## src/rtl/camreg_arbiter_pkg.sv

```systemverilog
// camreg_arbiter_pkg
//   Shared types and constants for the camera capture register bank:
//   register index enum, PEND/CTRL bit positions, port select, FSM states,
//   and a helper that zero-extends a 3-bit field to a 32-bit register word.
package camreg_arbiter_pkg;

    typedef enum logic [1:0] {
        REG_STATUS = 2'd0,
        REG_PEND   = 2'd1,
        REG_IRQ_EN = 2'd2,
        REG_CTRL   = 2'd3
    } reg_idx_e;

    localparam int unsigned NUM_EVT   = 3;
    localparam int unsigned EVT_LINE  = 0;
    localparam int unsigned EVT_HISTO = 1;
    localparam int unsigned EVT_LOST  = 2;

    localparam int unsigned CTRL_CAPTURE_EN   = 0;
    localparam int unsigned CTRL_TEST_PATTERN = 1;

    typedef enum logic {
        NIOS = 1'b0,
        HPS  = 1'b1
    } port_sel_e;

    typedef enum logic [1:0] {
        StIdle    = 2'd0,
        StAccess  = 2'd1,
        StRecover = 2'd2
    } state_e;

    function automatic logic [31:0] word3(input logic [2:0] v);
        return {29'b0, v};
    endfunction

endpackage

```

## src/rtl/camreg_arbiter_if.sv

```systemverilog
// camreg_arbiter_if
//   One register port of the camera capture register bank.
//   address      2   register index
//   bus_enable   1   request, held high until acknowledged
//   rw           1   1 = read, 0 = write
//   write_data  32   write data
//   read_data   32   read data, valid while acknowledge is high, 0 otherwise
//   acknowledge  1   one-cycle completion pulse
//   irq          1   per-port interrupt
interface camreg_arbiter_if;
    logic [1:0]  address;
    logic        bus_enable;
    logic        rw;
    logic [31:0] write_data;
    logic [31:0] read_data;
    logic        acknowledge;
    logic        irq;

    modport master (
        output address, bus_enable, rw, write_data,
        input  read_data, acknowledge, irq
    );

    modport slave (
        input  address, bus_enable, rw, write_data,
        output read_data, acknowledge, irq
    );
endinterface

```

## src/rtl/camreg_arbiter_status_edge_detect.sv

```systemverilog
// camreg_arbiter_status_edge_detect
//   Turns the linereader/cambus status levels into single-cycle event strobes.
//   clk, rst           clock, asynchronous active-low reset
//   which_line         line-buffer select (any change = line event)
//   which_histo        histogram-buffer select (any change = histo event)
//   vid_locked         cambus lock (1 -> 0 = lock-lost event)
//   line_evt, histo_evt, lost_evt   event strobes, valid for the coming edge
module camreg_arbiter_status_edge_detect (
    input  logic clk,
    input  logic rst,
    input  logic which_line,
    input  logic which_histo,
    input  logic vid_locked,
    output logic line_evt,
    output logic histo_evt,
    output logic lost_evt
);

    logic prev_line_q, prev_histo_q, prev_locked_q;
    logic armed_q;

    always_ff @(posedge clk or negedge rst) begin
        if (!rst) begin
            prev_line_q   <= 1'b0;
            prev_histo_q  <= 1'b0;
            prev_locked_q <= 1'b0;
            armed_q       <= 1'b0;
        end else begin
            prev_line_q   <= which_line;
            prev_histo_q  <= which_histo;
            prev_locked_q <= vid_locked;
            armed_q       <= 1'b1;
        end
    end

    // prev flops hold reset values on the first cycle, so gate with armed_q
    // to avoid a spurious event from the reset-to-input difference.
    assign line_evt  = armed_q & (which_line ^ prev_line_q);
    assign histo_evt = armed_q & (which_histo ^ prev_histo_q);
    assign lost_evt  = armed_q & prev_locked_q & ~vid_locked;

endmodule

```

## src/rtl/camreg_arbiter.sv

```systemverilog
// camreg_arbiter
//   Control/status register bank shared by the NIOS (nr) and HPS (hr) ports.
//   A round-robin FSM (IDLE -> ACCESS -> RECOVER) serves one access at a time.
//   clk, rst            clock, asynchronous active-low reset
//   status_which_line   linereader line-buffer select
//   status_which_histo  linereader histogram-buffer select
//   vid_locked          cambus lock indicator
//   ctrl_capture_en     CTRL[0]
//   ctrl_test_pattern   CTRL[1]
//   nr, hr              register ports (slave side)
module camreg_arbiter
    import camreg_arbiter_pkg::*;
#(
    parameter int unsigned CNT_W = 16
) (
    input  logic             clk,
    input  logic             rst,
    input  logic             status_which_line,
    input  logic             status_which_histo,
    input  logic             vid_locked,
    output logic             ctrl_capture_en,
    output logic             ctrl_test_pattern,
    camreg_arbiter_if.slave  nr,
    camreg_arbiter_if.slave  hr
);

    state_e          state_q, state_d;
    port_sel_e       last_grant_q, last_grant_d;
    port_sel_e       sel_q, sel_d;
    logic [31:0]     rd_q, rd_d;
    logic [1:0]      ctrl_q, ctrl_d;
    logic [2:0]      pend_n_q, pend_n_d, pend_h_q, pend_h_d;
    logic [2:0]      irq_en_n_q, irq_en_n_d, irq_en_h_q, irq_en_h_d;
    logic [CNT_W-1:0] line_cnt_q, line_cnt_d;

    logic            line_evt, histo_evt, lost_evt;
    logic [2:0]      evt_vec;
    logic            grant;
    port_sel_e       grant_sel;
    reg_idx_e        g_addr;
    logic            g_rw;
    logic [2:0]      g_wdata;
    logic            wr_en;
    logic [2:0]      sel_pend, sel_en;
    logic [15:0]     cnt_ext;

    camreg_arbiter_status_edge_detect u_edge (
        .clk         (clk),
        .rst         (rst),
        .which_line  (status_which_line),
        .which_histo (status_which_histo),
        .vid_locked  (vid_locked),
        .line_evt    (line_evt),
        .histo_evt   (histo_evt),
        .lost_evt    (lost_evt)
    );

    always_comb begin
        evt_vec            = '0;
        evt_vec[EVT_LINE]  = line_evt;
        evt_vec[EVT_HISTO] = histo_evt;
        evt_vec[EVT_LOST]  = lost_evt;
    end

    assign cnt_ext = 16'(line_cnt_q);

    // Grant selection: on a tie, the port that did not win last time.
    always_comb begin
        grant = (state_q == StIdle) && (nr.bus_enable || hr.bus_enable);
        if (nr.bus_enable && hr.bus_enable) begin
            grant_sel = (last_grant_q == NIOS) ? HPS : NIOS;
        end else if (hr.bus_enable) begin
            grant_sel = HPS;
        end else begin
            grant_sel = NIOS;
        end
        g_addr   = reg_idx_e'((grant_sel == HPS) ? hr.address : nr.address);
        g_rw     = (grant_sel == HPS) ? hr.rw : nr.rw;
        g_wdata  = (grant_sel == HPS) ? hr.write_data[2:0] : nr.write_data[2:0];
        wr_en    = grant && !g_rw;
        sel_pend = (grant_sel == HPS) ? pend_h_q : pend_n_q;
        sel_en   = (grant_sel == HPS) ? irq_en_h_q : irq_en_n_q;
    end

    // FSM: state register
    always_ff @(posedge clk or negedge rst) begin
        if (!rst) begin
            state_q <= StIdle;
        end else begin
            state_q <= state_d;
        end
    end

    // FSM: next state
    always_comb begin
        state_d = state_q;
        unique case (state_q)
            StIdle:    if (grant) state_d = StAccess;
            StAccess:  state_d = StRecover;
            StRecover: state_d = StIdle;
            default:   state_d = StIdle;
        endcase
    end

    // FSM: outputs. The non-selected port always sees ack=0, read_data=0.
    always_comb begin
        nr.acknowledge = 1'b0;
        hr.acknowledge = 1'b0;
        nr.read_data   = '0;
        hr.read_data   = '0;
        if (state_q == StAccess) begin
            if (sel_q == NIOS) begin
                nr.acknowledge = 1'b1;
                nr.read_data   = rd_q;
            end else begin
                hr.acknowledge = 1'b1;
                hr.read_data   = rd_q;
            end
        end
    end

    // Register bank next state. Read data is taken from the current (pre-write)
    // values; within PEND the W1C is applied first so a same-edge event wins.
    always_comb begin
        last_grant_d = last_grant_q;
        sel_d        = sel_q;
        rd_d         = rd_q;
        ctrl_d       = ctrl_q;
        pend_n_d     = pend_n_q;
        pend_h_d     = pend_h_q;
        irq_en_n_d   = irq_en_n_q;
        irq_en_h_d   = irq_en_h_q;
        line_cnt_d   = line_cnt_q + CNT_W'(line_evt);

        if (grant) begin
            last_grant_d = grant_sel;
            sel_d        = grant_sel;
            unique case (g_addr)
                REG_STATUS: rd_d = {cnt_ext, 13'b0, vid_locked, status_which_histo,
                                    status_which_line};
                REG_PEND:   rd_d = word3(sel_pend);
                REG_IRQ_EN: rd_d = word3(sel_en);
                REG_CTRL:   rd_d = {30'b0, ctrl_q};
                default:    rd_d = '0;
            endcase
        end

        if (wr_en) begin
            unique case (g_addr)
                REG_PEND: begin
                    if (grant_sel == NIOS) pend_n_d = pend_n_q & ~g_wdata;
                    else                   pend_h_d = pend_h_q & ~g_wdata;
                end
                REG_IRQ_EN: begin
                    if (grant_sel == NIOS) irq_en_n_d = g_wdata;
                    else                   irq_en_h_d = g_wdata;
                end
                REG_CTRL: ctrl_d = g_wdata[1:0];
                default: ;
            endcase
        end

        pend_n_d = pend_n_d | evt_vec;
        pend_h_d = pend_h_d | evt_vec;
    end

    always_ff @(posedge clk or negedge rst) begin
        if (!rst) begin
            last_grant_q <= HPS;
            sel_q        <= NIOS;
            rd_q         <= '0;
            ctrl_q       <= '0;
            pend_n_q     <= '0;
            pend_h_q     <= '0;
            irq_en_n_q   <= '0;
            irq_en_h_q   <= '0;
            line_cnt_q   <= '0;
        end else begin
            last_grant_q <= last_grant_d;
            sel_q        <= sel_d;
            rd_q         <= rd_d;
            ctrl_q       <= ctrl_d;
            pend_n_q     <= pend_n_d;
            pend_h_q     <= pend_h_d;
            irq_en_n_q   <= irq_en_n_d;
            irq_en_h_q   <= irq_en_h_d;
            line_cnt_q   <= line_cnt_d;
        end
    end

    assign ctrl_capture_en   = ctrl_q[CTRL_CAPTURE_EN];
    assign ctrl_test_pattern = ctrl_q[CTRL_TEST_PATTERN];

    // Registers only, so the irq lines cannot glitch.
    assign nr.irq = |(pend_n_q & irq_en_n_q);
    assign hr.irq = |(pend_h_q & irq_en_h_q);

endmodule

```

## src/flat_wrapper.sv

```systemverilog
// flat-port wrapper written by rule: the top's interface ports become plain ports
module camreg_arbiter_flat import camreg_arbiter_pkg::*;
#(
    parameter int unsigned CNT_W = 16
)
  (clk, rst, status_which_line, status_which_histo, vid_locked, ctrl_capture_en, ctrl_test_pattern, nr_address, nr_bus_enable, nr_rw, nr_write_data, nr_read_data, nr_acknowledge, nr_irq, hr_address, hr_bus_enable, hr_rw, hr_write_data, hr_read_data, hr_acknowledge, hr_irq);
  camreg_arbiter_if nr_i ();
  camreg_arbiter_if hr_i ();
  input  logic clk;
  input  logic rst;
  input  logic status_which_line;
  input  logic status_which_histo;
  input  logic vid_locked;
  output logic ctrl_capture_en;
  output logic ctrl_test_pattern;
  input wire logic [$bits(nr_i.address)-1:0] nr_address;
  input wire logic [$bits(nr_i.bus_enable)-1:0] nr_bus_enable;
  input wire logic [$bits(nr_i.rw)-1:0] nr_rw;
  input wire logic [$bits(nr_i.write_data)-1:0] nr_write_data;
  output wire logic [$bits(nr_i.read_data)-1:0] nr_read_data;
  output wire logic [$bits(nr_i.acknowledge)-1:0] nr_acknowledge;
  output wire logic [$bits(nr_i.irq)-1:0] nr_irq;
  input wire logic [$bits(hr_i.address)-1:0] hr_address;
  input wire logic [$bits(hr_i.bus_enable)-1:0] hr_bus_enable;
  input wire logic [$bits(hr_i.rw)-1:0] hr_rw;
  input wire logic [$bits(hr_i.write_data)-1:0] hr_write_data;
  output wire logic [$bits(hr_i.read_data)-1:0] hr_read_data;
  output wire logic [$bits(hr_i.acknowledge)-1:0] hr_acknowledge;
  output wire logic [$bits(hr_i.irq)-1:0] hr_irq;
  assign nr_i.address = nr_address;
  assign nr_i.bus_enable = nr_bus_enable;
  assign nr_i.rw = nr_rw;
  assign nr_i.write_data = nr_write_data;
  assign nr_read_data = nr_i.read_data;
  assign nr_acknowledge = nr_i.acknowledge;
  assign nr_irq = nr_i.irq;
  assign hr_i.address = hr_address;
  assign hr_i.bus_enable = hr_bus_enable;
  assign hr_i.rw = hr_rw;
  assign hr_i.write_data = hr_write_data;
  assign hr_read_data = hr_i.read_data;
  assign hr_acknowledge = hr_i.acknowledge;
  assign hr_irq = hr_i.irq;
  camreg_arbiter #(.CNT_W(CNT_W)) u_core (.clk(clk), .rst(rst), .status_which_line(status_which_line), .status_which_histo(status_which_histo), .vid_locked(vid_locked), .ctrl_capture_en(ctrl_capture_en), .ctrl_test_pattern(ctrl_test_pattern), .nr(nr_i), .hr(hr_i));
endmodule
```

## config.mk

```make
export PLATFORM = sky130hd
export DESIGN_NAME = camreg_arbiter_flat
export DESIGN_NICKNAME = d
export VERILOG_FILES = /design/src/rtl/camreg_arbiter_pkg.sv /design/src/rtl/camreg_arbiter_if.sv /design/src/rtl/camreg_arbiter_status_edge_detect.sv /design/src/rtl/camreg_arbiter.sv /design/src/flat_wrapper.sv
export SDC_FILE = /design/constraint.sdc
export NUM_CORES = 1
export LEC_CHECK = 0
export BUFFER_PORTS_ARGS = -buffer_cell sky130_fd_sc_hd__buf_4
export CORE_MARGIN = 10
export CORE_UTILIZATION = 45
export CTS_BUF_LIST = sky130_fd_sc_hd__clkbuf_8
export CTS_CLUSTER_SIZE = 12
export DETAILED_ROUTE_END_ITERATION = 8
export MAX_ROUTING_LAYER = met4
export PLACE_DENSITY = 0.78
export SLEW_MARGIN = 20
export SYNTH_ARGS = -nofsm -noshare
export SYNTH_HDL_FRONTEND = slang
export SYNTH_SLANG_ARGS = --single-unit
```

## constraint.sdc

```tcl
create_clock -name clk -period 2.4 [get_ports clk]
set_input_delay 0.36 -clock clk [delete_from_list [all_inputs] [get_ports clk]]
set_output_delay 0.36 -clock clk [all_outputs]
set_load 0.02 [all_outputs]
```

# After elaboration in Yosys (flattened, before gate mapping)
# Cells that the tools add are included.
[word_totals]
reg_bits = 70
latchBits = 0
ram_bits = 0
romBits = 0
input_bits = 77
output_inout_bits = 70
mem_count = 0
[op_classes]
add_sub_neg = 1
mul = 0
n_div = 0
magnitude_cmp = 0
eq_ne = 5
shift = 0
n_mux = 25
bitwise = 15
n_reduce_logical = 12
[ops]
columns = ["operator", "count"]
rows = [
  ["2-to-1 mux 32 bit", 4],
  ["one-hot mux 32 bit (4 select lines)", 1],
  ["2-to-1 mux 3 bit", 9],
  ["adder 16 x 1 -> 16 bit", 1],
  ["AND 3 bit", 4],
  ["2-to-1 mux 1 bit", 8],
  ["bitwise OR 3 bit", 2],
  ["AND reduction 3 bit", 2],
  ["OR reduction 3 bit", 2],
  ["AND 1 bit", 4],
  ["equality test 2 x 1 -> 1 bit (second input constant)", 2],
  ["equality test 2 bit (second input constant)", 2],
  ["logical NOT 2 bit", 2],
  ["2-to-1 mux 2 bit", 2],
  ["one-hot mux 2 bit (2 select lines)", 1],
  ["logical AND 1 bit", 3],
  ["NOT 3 bit", 1],
  ["!= test 2 x 1 -> 1 bit (second input constant)", 1],
  ["NOT 1 bit", 2],
  ["AND reduction 2 bit", 1],
  ["XOR 1 bit", 2],
  ["logical NOT 1 bit", 1],
  ["logical OR 1 bit", 1],
]

# Longest topological paths before layout
# Gate-level depths: netlist of the first run.
[logic_depth]
ltp_word = 9
ltp_mapped = 9
depth_no_buf = 9

# Hierarchy
# From an unflattened synthesis of the first run, not the netlist that was laid out.
[hier_totals]
cells_unflattened = 284
area_unflattened_um2 = 2976.6
[modules_own_cells]
columns = ["module", "n_inst", "cells_each", "area_per_inst_um2"]
rows = [
  ["camreg_arbiter", 1, 273, 2835.2],
  ["camreg_arbiter_status_edge_detect", 1, 11, 141.4],
]

# Worst setup path before layout of the first run
# OpenSTA, ideal clock, no wires.
[synth_timing]
kind = "reg-to-reg"
start = "register u_core.u_edge.prev_line_q"
end = "register u_core.line_cnt_q[12] (netlist: u_core.cnt_ext[12])"
setup_time_ns = 0.123
arrival_ns = 1.651
t_required_ns = 2.277
slack_ns = 0.627
path_stages_with_launch = 10
path_buffers = 0
synth_period_minus_slack_ns = 1.773
cell_sequence = "dfrtp_1 xor2_1 nand2_1 inv_1 ha_1 ha_1 and4_1 nor2b_1 nand4_1 xnor2_1"
[synth_between]
elab_chain_cells = 3
[synth_lines]
columns = ["element", "line_no", "text"]
rows = [
  ["start: declaration", "camreg_arbiter_status_edge_detect.sv:19", "logic prev_line_q, prev_histo_q, prev_locked_q;"],
  ["start signal: assignment", "camreg_arbiter_status_edge_detect.sv:29", "prev_line_q <= which_line;"],
  ["XOR 1 bit", "camreg_arbiter_status_edge_detect.sv:38", "assign line_evt = armed_q & (which_line ^ prev_line_q);"],
  ["AND 1 bit", "camreg_arbiter_status_edge_detect.sv:38", ""],
  ["adder 16 x 1 -> 16 bit", "camreg_arbiter.sv:133", "line_cnt_d = line_cnt_q + CNT_W'(line_evt);"],
  ["named net u_core.line_cnt_d[12]", "camreg_arbiter.sv:34", "logic [CNT_W-1:0] line_cnt_q, line_cnt_d;"],
  ["end signal: assignment", "camreg_arbiter.sv:187", "line_cnt_q <= line_cnt_d;"],
  ["end: declaration", "camreg_arbiter.sv:34", ""],
]
# The timed path passes the listed nets, and every way through them passes these cells.
# A chain may end at the register's enable or synchronous reset.

# Worst setup path after layout of the first run
# Same ends and word-level chain as after synthesis.

==> impl_metrics.csv, run 1 <==
group,metric,value,unit
final_layout,layout-drive-gt1-share,0.2697,
placement,port_buffers,62,
detailed_routing,totalWireLength,6.983,mm
final_layout,diodes,0,
die,die_x,101.2,um
detailed_routing,route.detailed.drc,0,
critical_path,end_kind,"flop",
status,status,"completed",
critical_path,critPathSlowestCell,"dfrtp_1",
hold_path,hp-class,"input pin to async pin",
detailed_routing,vias,2238,
clock_network,cts_buffers,9,
grt,first_global_vias,2309,
grt,grt_usage,0.1421,
synthesis,synthesis.area,2970,um2
job,cap_violations,0,
synthesis,synth_flop_cell,"dfrtp_1",
synthesis,yosysWarningCount,0,
timing,hold_viol,0,
synthesis,synth_edf_count,0,
detailed_routing,post_drt_wl_per_cell,16.13,um
critical_path,critPathMaxFanout,4,
power,vdd_drop_max,0.0005924,V
timing,slew_violations,0,
grt,grt.overflow.total,0,
critical_path,path_cells,"xor2_1, nand2_1, inv_1, ha_1, ha_1, and4_1, nor2b_1, nand4_1, xnor2_1",
timing,worst-slew-pin-transition,697.3,ps
grt,grt_pass1_wl,11.46,mm
final_layout,areaGrowthSynthToFinish,21.86,%
critical_path,cp_slowest_stage_delay,380,ps
timing,fmax,487.1,MHz
critical_path,timing.critical_path.mode_cell,"ha_1",
power,leakage,0.001882,uW
detailed_routing,vias_per_cell,5.169,
timing,timing.hold.ws,79.75,ps
die,initial_utilization,0.4651,
placement,dpl_cell_area,3423,um2
clock_network,ctsRootBufferMaster,"clkbuf_8",
die,die_area,10250,um2
clock_network,cts.repair.resized,0,
final_layout,final_common_cell,"buf_4",
critical_path,path_delay_family,"simple AND/OR/NAND/NOR gates",
detailed_routing,drt_pre_antenna_iters,4,
placement,dp_hpwl,5.312,mm
synthesis,yosys_register_bits,57,
die,floorplan.die.height,101.2,um
critical_path,start_kind,"flop",
die,rows,29,
clock_network,cts_sinks,57,
timing,finalCriticalPeriod,2053,ps
critical_path,criticalPathCategory,"flop to flop",
die,core,6386,um2
clock_network,htree_levels,3,
timing,setup_viol,0,
detailed_routing,antenna_left,0,
detailed_routing,initialDrtViolationCount,102,
placement,place_ws,259.9,ps
power,power.density,935.1,nW/um2
synthesis,syn_area_per_cell,10.42,um2
clock_network,cts_tree,"done",
synthesis,syn_inst,285,
timing,period_share,0.8554,
grt,antenna_found_initial,0,
clock_network,holdBufCountCts,0,
synthesis,synth_cell_types,46,
clock_network,clock_latency,320,ps
clock_network,clock_path_buffers,2,
timing,rsz0062_at_grt,"no",
final_layout,nets,430,
final_layout,layout_common_cells,"69 x buf_4, 56 x dfrtp_1, 27 x conb_1",
timing,slew_headroom,0.5352,
timing,skew,9.271,ps
final_layout,fin_area,3620,um2
clock_network,postCtsSetupBuffers,0,
critical_path,worst-path-buf-inv,1,
critical_path,arrival,2260,ps
clock_network,path_clk_slew,60,ps
final_layout,final_util,0.5668,
timing,setup_slack,347.1,ps
grt,grt_max_degree,58,
timing,fin_setup_tns,0,ps
critical_path,worstPathRequired,2600,ps
synthesis,synthArstFlopShare,1.000,
synthesis,ys_seq_area_frac,0.4806,
placement,place_congestion,0.8516,
die,io-pin-count,147,
[sequential cells by signal (all words and copies together) (netlist names), 2 cells and up]
name	flops
u_core.rd_q	19
u_core.cnt_ext	16
u_core.irq_en_h_q	3
u_core.irq_en_n_q	3
u_core.pend_h_q	3
u_core.pend_n_q	3
u_core.ctrl_q	2
u_core.state_q	2
[path summary, 6_finish.rpt]
| kind | start | to | slack, ps | cells past startpoint |
|---|---|---|---|---|
| hold reg to reg | u_core.cnt_ext[15] | u_core.cnt_ext[15] | 480 | 1 |
| setup reg to reg | u_core.u_edge.prev_line_q | u_core.cnt_ext[12] | 350 | 9 |
| min in group clk | vid_locked | u_core.u_edge.prev_locked_q | 170 | 1 |
| max in group asynchronous | rst | u_core.cnt_ext[1] | 1850 | 1 |
| hold / removal | rst | u_core.irq_en_n_q[0] | 80 | 1 |
| setup / recovery | u_core.u_edge.prev_line_q | u_core.cnt_ext[12] | 350 | 9 |
[cell type report]
class	count	area, um2
Tap cell	77	96.34
Sequential cell	57	1428
Clock inverter	6	58.81
Fill cell	569	2766
Clock buffer	10	137.6
Inverter	14	52.55
Timing Repair Buffer	69	518.0
Multi-Input combinational cell	200	1329
[worst reg2reg max path, delay by kind of cell, from the launching register on]
family,cells,cell delay [ps]
and+or+nand+nor,4,750
adders and majority gates,2,430
DFF,1,380
xor gates and xnor gates,2,300
buffers and inverters,1,90
[layer usage]
layer	wire, um	track usage	share of wire
met1	3011	0.1721	0.43
met2	3344	0.2236	0.48
met3	544	0.03063	0.078
met4	82	0.06109	0.012
met5	0	-	0
[synth_stat cells (all sizes together) (2+ instances only)]
| cell | number | area (um2) |
|---|---|---|
| buf | 28 | 214.0 |
| dfrtp | 56 | 1401 |
| nor2 | 9 | 41.29 |
| conb | 2 | 7.510 |
| o21ai | 10 | 53.80 |
| a21o | 2 | 15.01 |
| clkbuf | 11 | 41.29 |
| xor2 | 6 | 52.55 |
| nor3b | 7 | 52.55 |
| xnor2 | 10 | 87.58 |
| a222oi | 2 | 20.02 |
| a211oi | 4 | 30.03 |
| nand3 | 5 | 25.02 |
| and3 | 22 | 137.6 |
| nand2 | 15 | 56.30 |
| and2 | 21 | 131.4 |
| nand4 | 4 | 25.02 |
| ha | 2 | 25.02 |
| a21oi | 2 | 10.01 |
| mux2 | 6 | 75.07 |
| nor3 | 6 | 30.03 |
| mux2i | 7 | 70.07 |
| a22o | 16 | 140.1 |
| inv | 13 | 48.80 |
| nor2b | 3 | 18.77 |
[cells by family after synthesis]
logic type      after synthesis  share of synthesized area
compound gates               41                     0.1066
mux                          13                    0.04886
fa+ha+maj                     2                   0.008423
xor+xnor                     16                    0.04718
flops                        57                     0.4806
other cells                   2                   0.002528
buf+inv                      53                     0.1036
simple gates                101                     0.2022
[report_power, final]
group / switching, uW / leakage, uW / internal (uW)
clock network: 366 / 0.0000995 / 500
registers: 204 / 0.000714 / 1190
logic: 661 / 0.00107 / 467
[per-stage QoR]
stage          total power [uW]  instances
6_report                   3385        433
5_1_grt                    3601        433
4_1_cts                    3416        433
3_5_place_dp               2536        417
3_3_place_gp               2495        417
2_1_floorplan              2086        310
Note: power is estimated with default switching activity, not from simulation.
==> run 2: changes to the inputs <==
CORE_UTILIZATION = 43   (was 45)
clock period = 1.8 ns   (was 2.4 ns; I/O delays follow)
==> run 2 against run 1 <==
Against the previous run:
- worst setup slack got worse by 300 ps
- hold slack lost 6.5 ps
- via count grew 3.5%
- non-clock buffer count is 9 higher
- count of clock-buffer cells in the layout is 1 lower
- routed wire length rose by 5.3%
- clock power is 57% higher
- utilization rose by 1.2 points
- cell area increased by 8.1%
- flip-flop and latch count did not move
==> impl_metrics.csv, run 2 (synthesis gave the netlist of run 1 again) <==
group,metric,value,unit
detailed_routing,route.detailed.drc,0,
timing,timing.hold.ws,73.25,ps
grt,globalRouteMet1Util,0.1805,
status,status,"completed",
timing,period_share,0.9764,
die,core,6756,um2
placement,port_buffers,62,
detailed_routing,initialDrtViolationCount,169,
clock_network,postCtsSetupBuffers,0,
timing,fmax,569.0,MHz
final_layout,fillers,547,
grt,grt_max_degree,58,
timing,skew,8.330,ps
final_layout,layout-drive-gt1-share,0.3562,
timing,setup_viol,0,
grt,grt_usage,0.1435,
timing,slew_violations,0,
power,leakage,0.001986,uW
power,power,4948,uW
clock_network,cts_tree,"done",
power,vdd_drop_max,0.0009988,V
critical_path,worstPathRequired,1530,ps
final_layout,instances_no_fill,445,
detailed_routing,post_drt_wl_per_cell,16.53,um
die,die_x,103.1,um
die,rows,30,
critical_path,start_kind,"flop",
critical_path,path_cells,"nor2b_2, nor2b_4, buf_6, and2_4, buf_6",
clock_network,path_clk_slew,70,ps
detailed_routing,drt_pre_antenna_iters,4,
grt,grt_pass1_wl,11.43,mm
critical_path,end_kind,"primary output",
critical_path,cp_slowest_stage_delay,400,ps
final_layout,largest_reg_flops,19,
job,cap_violations,0,
placement,dp.cells,428,
clock_network,ctsRootBufferMaster,"clkbuf_8",
critical_path,arrival,1490,ps
critical_path,critPathSlowestCell,"dfrtp_1",
hold_path,hp-class,"input pin to flop",
detailed_routing,vias_per_cell,5.207,
critical_path,critPathMaxFanout,8,
clock_network,cts_sinks,57,
placement,dp_hpwl,5.378,mm
timing,finalCriticalPeriod,1758,ps
timing,worst-slew-pin-transition,703.7,ps
clock_network,cts_buffers,9,
detailed_routing,totalWireLength,7.356,mm
timing,fin_setup_tns,0,ps
clock_network,htree_levels,3,
clock_network,clock_latency,340,ps
grt,use_met2,0.2175,
final_layout,nets,439,
critical_path,criticalPathCategory,"flop to primary output",
final_layout,areaGrowthSynthToFinish,31.68,%
die,io-pin-count,147,
timing,hold_viol,0,
grt,grt.overflow.total,0,
grt,globalRouteMet3Util,0.02681,
detailed_routing,vias,2317,
detailed_routing,antenna_left,0,
final_layout,layout_common_cells,"56 x dfrtp_1, 54 x buf_4, 27 x conb_1",
die,floorplan.die.height,103.1,um
timing,rsz0062_at_grt,"yes",
critical_path,timing.critical_path.mode_cell,"buf_6",
final_layout,regMostFlops,"u_core.rd_q",
die,die_area,10630,um2
timing,slew_headroom,0.5309,
grt,first_global_vias,2323,
grt,grt_busiest_layer,"met2",
final_layout,diodes,0,
die,initial_utilization,0.4396,
placement,place_congestion,0.8983,
grt,antenna_found_initial,0,
clock_network,clock_path_buffers,2,
final_layout,final_common_cell,"dfrtp_1",
final_layout,final_util,0.5789,
power,power.density,1265,nW/um2
[run 2: final cells by class]
class / count / area, um2 / area share
clock buffers: 9 / 123.9 / 0.03167
clock inverters: 7 / 102.6 / 0.02623
inverters: 14 / 52.55 / 0.01344
multi-input cells: 200 / 1421 / 0.3634
flip-flops and latches: 57 / 1428 / 0.3650
well taps: 80 / 100.1 / 0.02559
repair buffers: 78 / 683.2 / 0.1747
[run 2: final timing paths]
kind                                      startpoint                     endpoint  slack (ps)  cells after the start
max                                u_core.state_q[1]             nr_read_data[21]          40                      5
min                                       vid_locked  u_core.u_edge.prev_locked_q          70                      1
max reg2reg                u_core.u_edge.prev_line_q           u_core.cnt_ext[12]          60                      9
min reg2reg                       u_core.cnt_ext[15]           u_core.cnt_ext[15]         480                      1
max in group asynchronous                        rst         u_core.irq_en_h_q[1]         810                      2
min in group asynchronous                        rst         u_core.irq_en_n_q[1]         520                      2
[run 2: layer usage]
| layer | routed length, um | part of all wire | vias to the layer above |
|---|---|---|---|
| met5 | 0 | 0 | - |
| met4 | 117 | 0.016 | 0 |
| met3 | 484 | 0.066 | 8 |
| met2 | 3522 | 0.48 | 88 |
| met1 | 3231 | 0.44 | 1130 |
| li1 | - | - | 1091 |
[run 2: power breakdown]
group          switching [uW]  internal (uW)
Clock                     563            793
Sequential                308           1580
Combinational             937            766
[run 2: metrics by stage]
stage	instance area, um2	setup slack [ps]
6_report	3911	42.47
3_5_place_dp	3500	-6.170
5_1_grt	3911	-45.29
3_3_place_gp	3500	36.30
2_1_floorplan	3064	26.69
4_1_cts	3744	1.732
[run 2: worst max-delay path, delay by kind of cell, from the launching register on]
family	cells	cell delay, ps
buffers and inverters	2	270
flip-flops	1	400
AND/OR/NAND/NOR	3	480
[run 2: what timing repair did]
item,4_1_cts,5_1_grt
hold buffers,1,0
resized for setup,2,49
endpoints found under the setup margin,19,42
endpoints found under the hold margin,5,0
pin swaps,0,2
==> run 3: changes to the inputs <==
CORE_UTILIZATION = 35   (was 43)
PLACE_DENSITY = 0.65   (was 0.78)
==> run 3 against run 2 <==
Against the previous run:
- clock power increased by 7%
- the flow now finishes with violations (hold timing)
- utilization shrank 11 points
- routed wire length rose by 2.2%
- via count fell by 1.4%
==> impl_metrics.csv, run 3 (synthesis gave the netlist of run 1 again) <==
group,metric,value,unit
grt,antenna_found_initial,0,
critical_path,r2r-start,"u_core.state_q[1]",
critical_path,rr_worst_depth,4,
critical_path,cp-startpoint,"u_core.state_q[1]",
critical_path,worst-path-buf-inv,0,
status,status,"finished, violations left",
die,io-pin-count,147,
clock_network,cts_sinks,57,
timing,worst-slew-pin-transition,701.8,ps
final_layout,final_util,0.4698,
critical_path,arrival,1980,ps
placement,dp.cells,452,
timing,skew,6.700,ps
clock_network,cts_tree,"done",
critical_path,path_delay_family,"simple AND/OR/NAND/NOR gates",
critical_path,end_kind,"flop",
placement,place_congestion,0.8434,
placement,port_buffers,62,
timing,finalCriticalPeriod,1765,ps
detailed_routing,route.detailed.drc,0,
die,floorplan.die.height,112.1,um
detailed_routing,antenna_left,0,
die,die_x,112.1,um
critical_path,crit_path_end,"u_core.irq_en_n_q[1]",
critical_path,critPathSlowestCell,"or4_4",
detailed_routing,drt-met1-wl,3.398,mm
detailed_routing,vias,2285,
timing,setup_viol,0,
detailed_routing,dr_wl_met2,3.515,mm
detailed_routing,drt_pre_antenna_iters,4,
final_layout,layout-drive-gt1-share,0.3187,
final_layout,layout_common_cells,"64 x buf_4, 56 x dfrtp_1, 27 x conb_1",
detailed_routing,vias_per_cell,4.872,
die,core,8258,um2
timing,hold_viol,9,
critical_path,cp_slowest_stage_delay,540,ps
die,rows,33,
critical_path,criticalPathCategory,"flop to flop",
grt,grt_usage,0.1214,
clock_network,holdBufCountCts,0,
status,failed_checks,"hold timing",
final_layout,regMostFlops,"u_core.rd_q",
final_layout,areaGrowthSynthToFinish,30.62,%
power,vdd_drop_max,0.0006393,V
timing,slew_violations,0,
critical_path,critPathMaxFanout,4,
final_layout,nets,438,
critical_path,r2r-end,"u_core.irq_en_n_q[1]",
detailed_routing,post_drt_wl_per_cell,16.02,um
detailed_routing,route.met3.wl,499,um
clock_network,htree_levels,3,
detailed_routing,initialDrtViolationCount,128,
detailed_routing,totalWireLength,7.515,mm
timing,slew_headroom,0.5321,
die,die_area,12570,um2
job,cap_violations,0,
final_layout,diodes,0,
clock_network,cts_buffers,9,
critical_path,cp.depth,4,
grt,grt_pass1_wl,12.32,mm
hold_path,hp-class,"input pin to async pin",
timing,period_share,0.9805,
clock_network,path_clk_slew,70,ps
final_layout,instances_no_fill,469,
critical_path,reg2reg_slack,40,ps
final_layout,final_common_cell,"buf_4",
timing,rsz0062_at_grt,"yes",
timing,fmax,566.6,MHz
grt,grt_max_degree,58,
critical_path,start_kind,"flop",
die,initial_utilization,0.3597,
power,power.density,1279,nW/um2
clock_network,clock_latency,330,ps
power,leakage,0.001969,uW
detailed_routing,top_layer_used,"met4",
grt,first_global_vias,2435,
critical_path,path_cells,"nor2_1, o21ai_2, or4_4, mux2_4",
critical_path,worstPathRequired,2010,ps
placement,dp_hpwl,5.494,mm
timing,timing.hold.ws,-1.743,ps
clock_network,clock_path_buffers,2,
grt,grt.overflow.total,0,
clock_network,ctsRootBufferMaster,"clkbuf_8",
final_layout,largest_reg_flops,19,
run 3: routing by layer:
| layer | global-route usage | vias to the layer above |
|---|---|---|
| met2 | 0.1846 | 84 |
| met4 | 0.05076 | 0 |
| met1 | 0.1528 | 1111 |
| met3 | 0.02662 | 6 |
| li1 | - | 1084 |
| met5 | - | - |
run 3: cell type report:
| cell class | instances | area [um2] |
|---|---|---|
| repair buffers | 77 | 635.6 |
| flip-flops and latches | 57 | 1428 |
| fillers | 794 | 4378 |
| clock buffers | 10 | 137.6 |
| well taps | 105 | 131.4 |
| inverters | 14 | 52.55 |
| clock inverters | 6 | 106.4 |
| multi-input cells | 200 | 1389 |
run 3: timing repair:
item	CTS	global route
buffers inserted	0	1
setup endpoints to repair	18	43
gates resized for setup	3	25
hold endpoints to repair	0	0
pin swaps	0	1
run 3: report_power, final:
group	switching (uW)	total [uW]	internal, uW	leakage, uW
clock	509	1460	950	0.000124
combinational	918	1630	711	0.00113
sequential	292	1870	1580	0.000714
total	1720	4960	3240	0.00197
run 3: worst min-delay path by stage:
stage / start / to
finish: rst / u_core.irq_en_n_q[1]
global route: rst / u_core.ctrl_q[1]
CTS: rst / u_core.ctrl_q[1]
detailed placement: rst / u_core.irq_en_n_q[1]
global placement: rst / u_core.irq_en_n_q[1]
floorplan: rst / u_core.cnt_ext[0]
run 3: worst register-to-register path: cells and delay by family, from the launching register on:
kind               cells  cell delay [ps]
DFF                    1              390
and+or+nand+nor        2              790
AOI/OAI and AO/OA      1              150
muxes                  1              310
run 3: metrics by stage:
step                      worst slack, ps  power, uW  area (um2)  setup TNS (ps)
after floorplan                     26.69       2782        3064               0
after global placement              19.18       3376        3523               0
after detailed placement            28.08       3415        3523               0
after CTS                           13.47       4919        3779               0
after global routing               -38.58       5266        3880          -192.7
final                               35.18       4962        3880               0
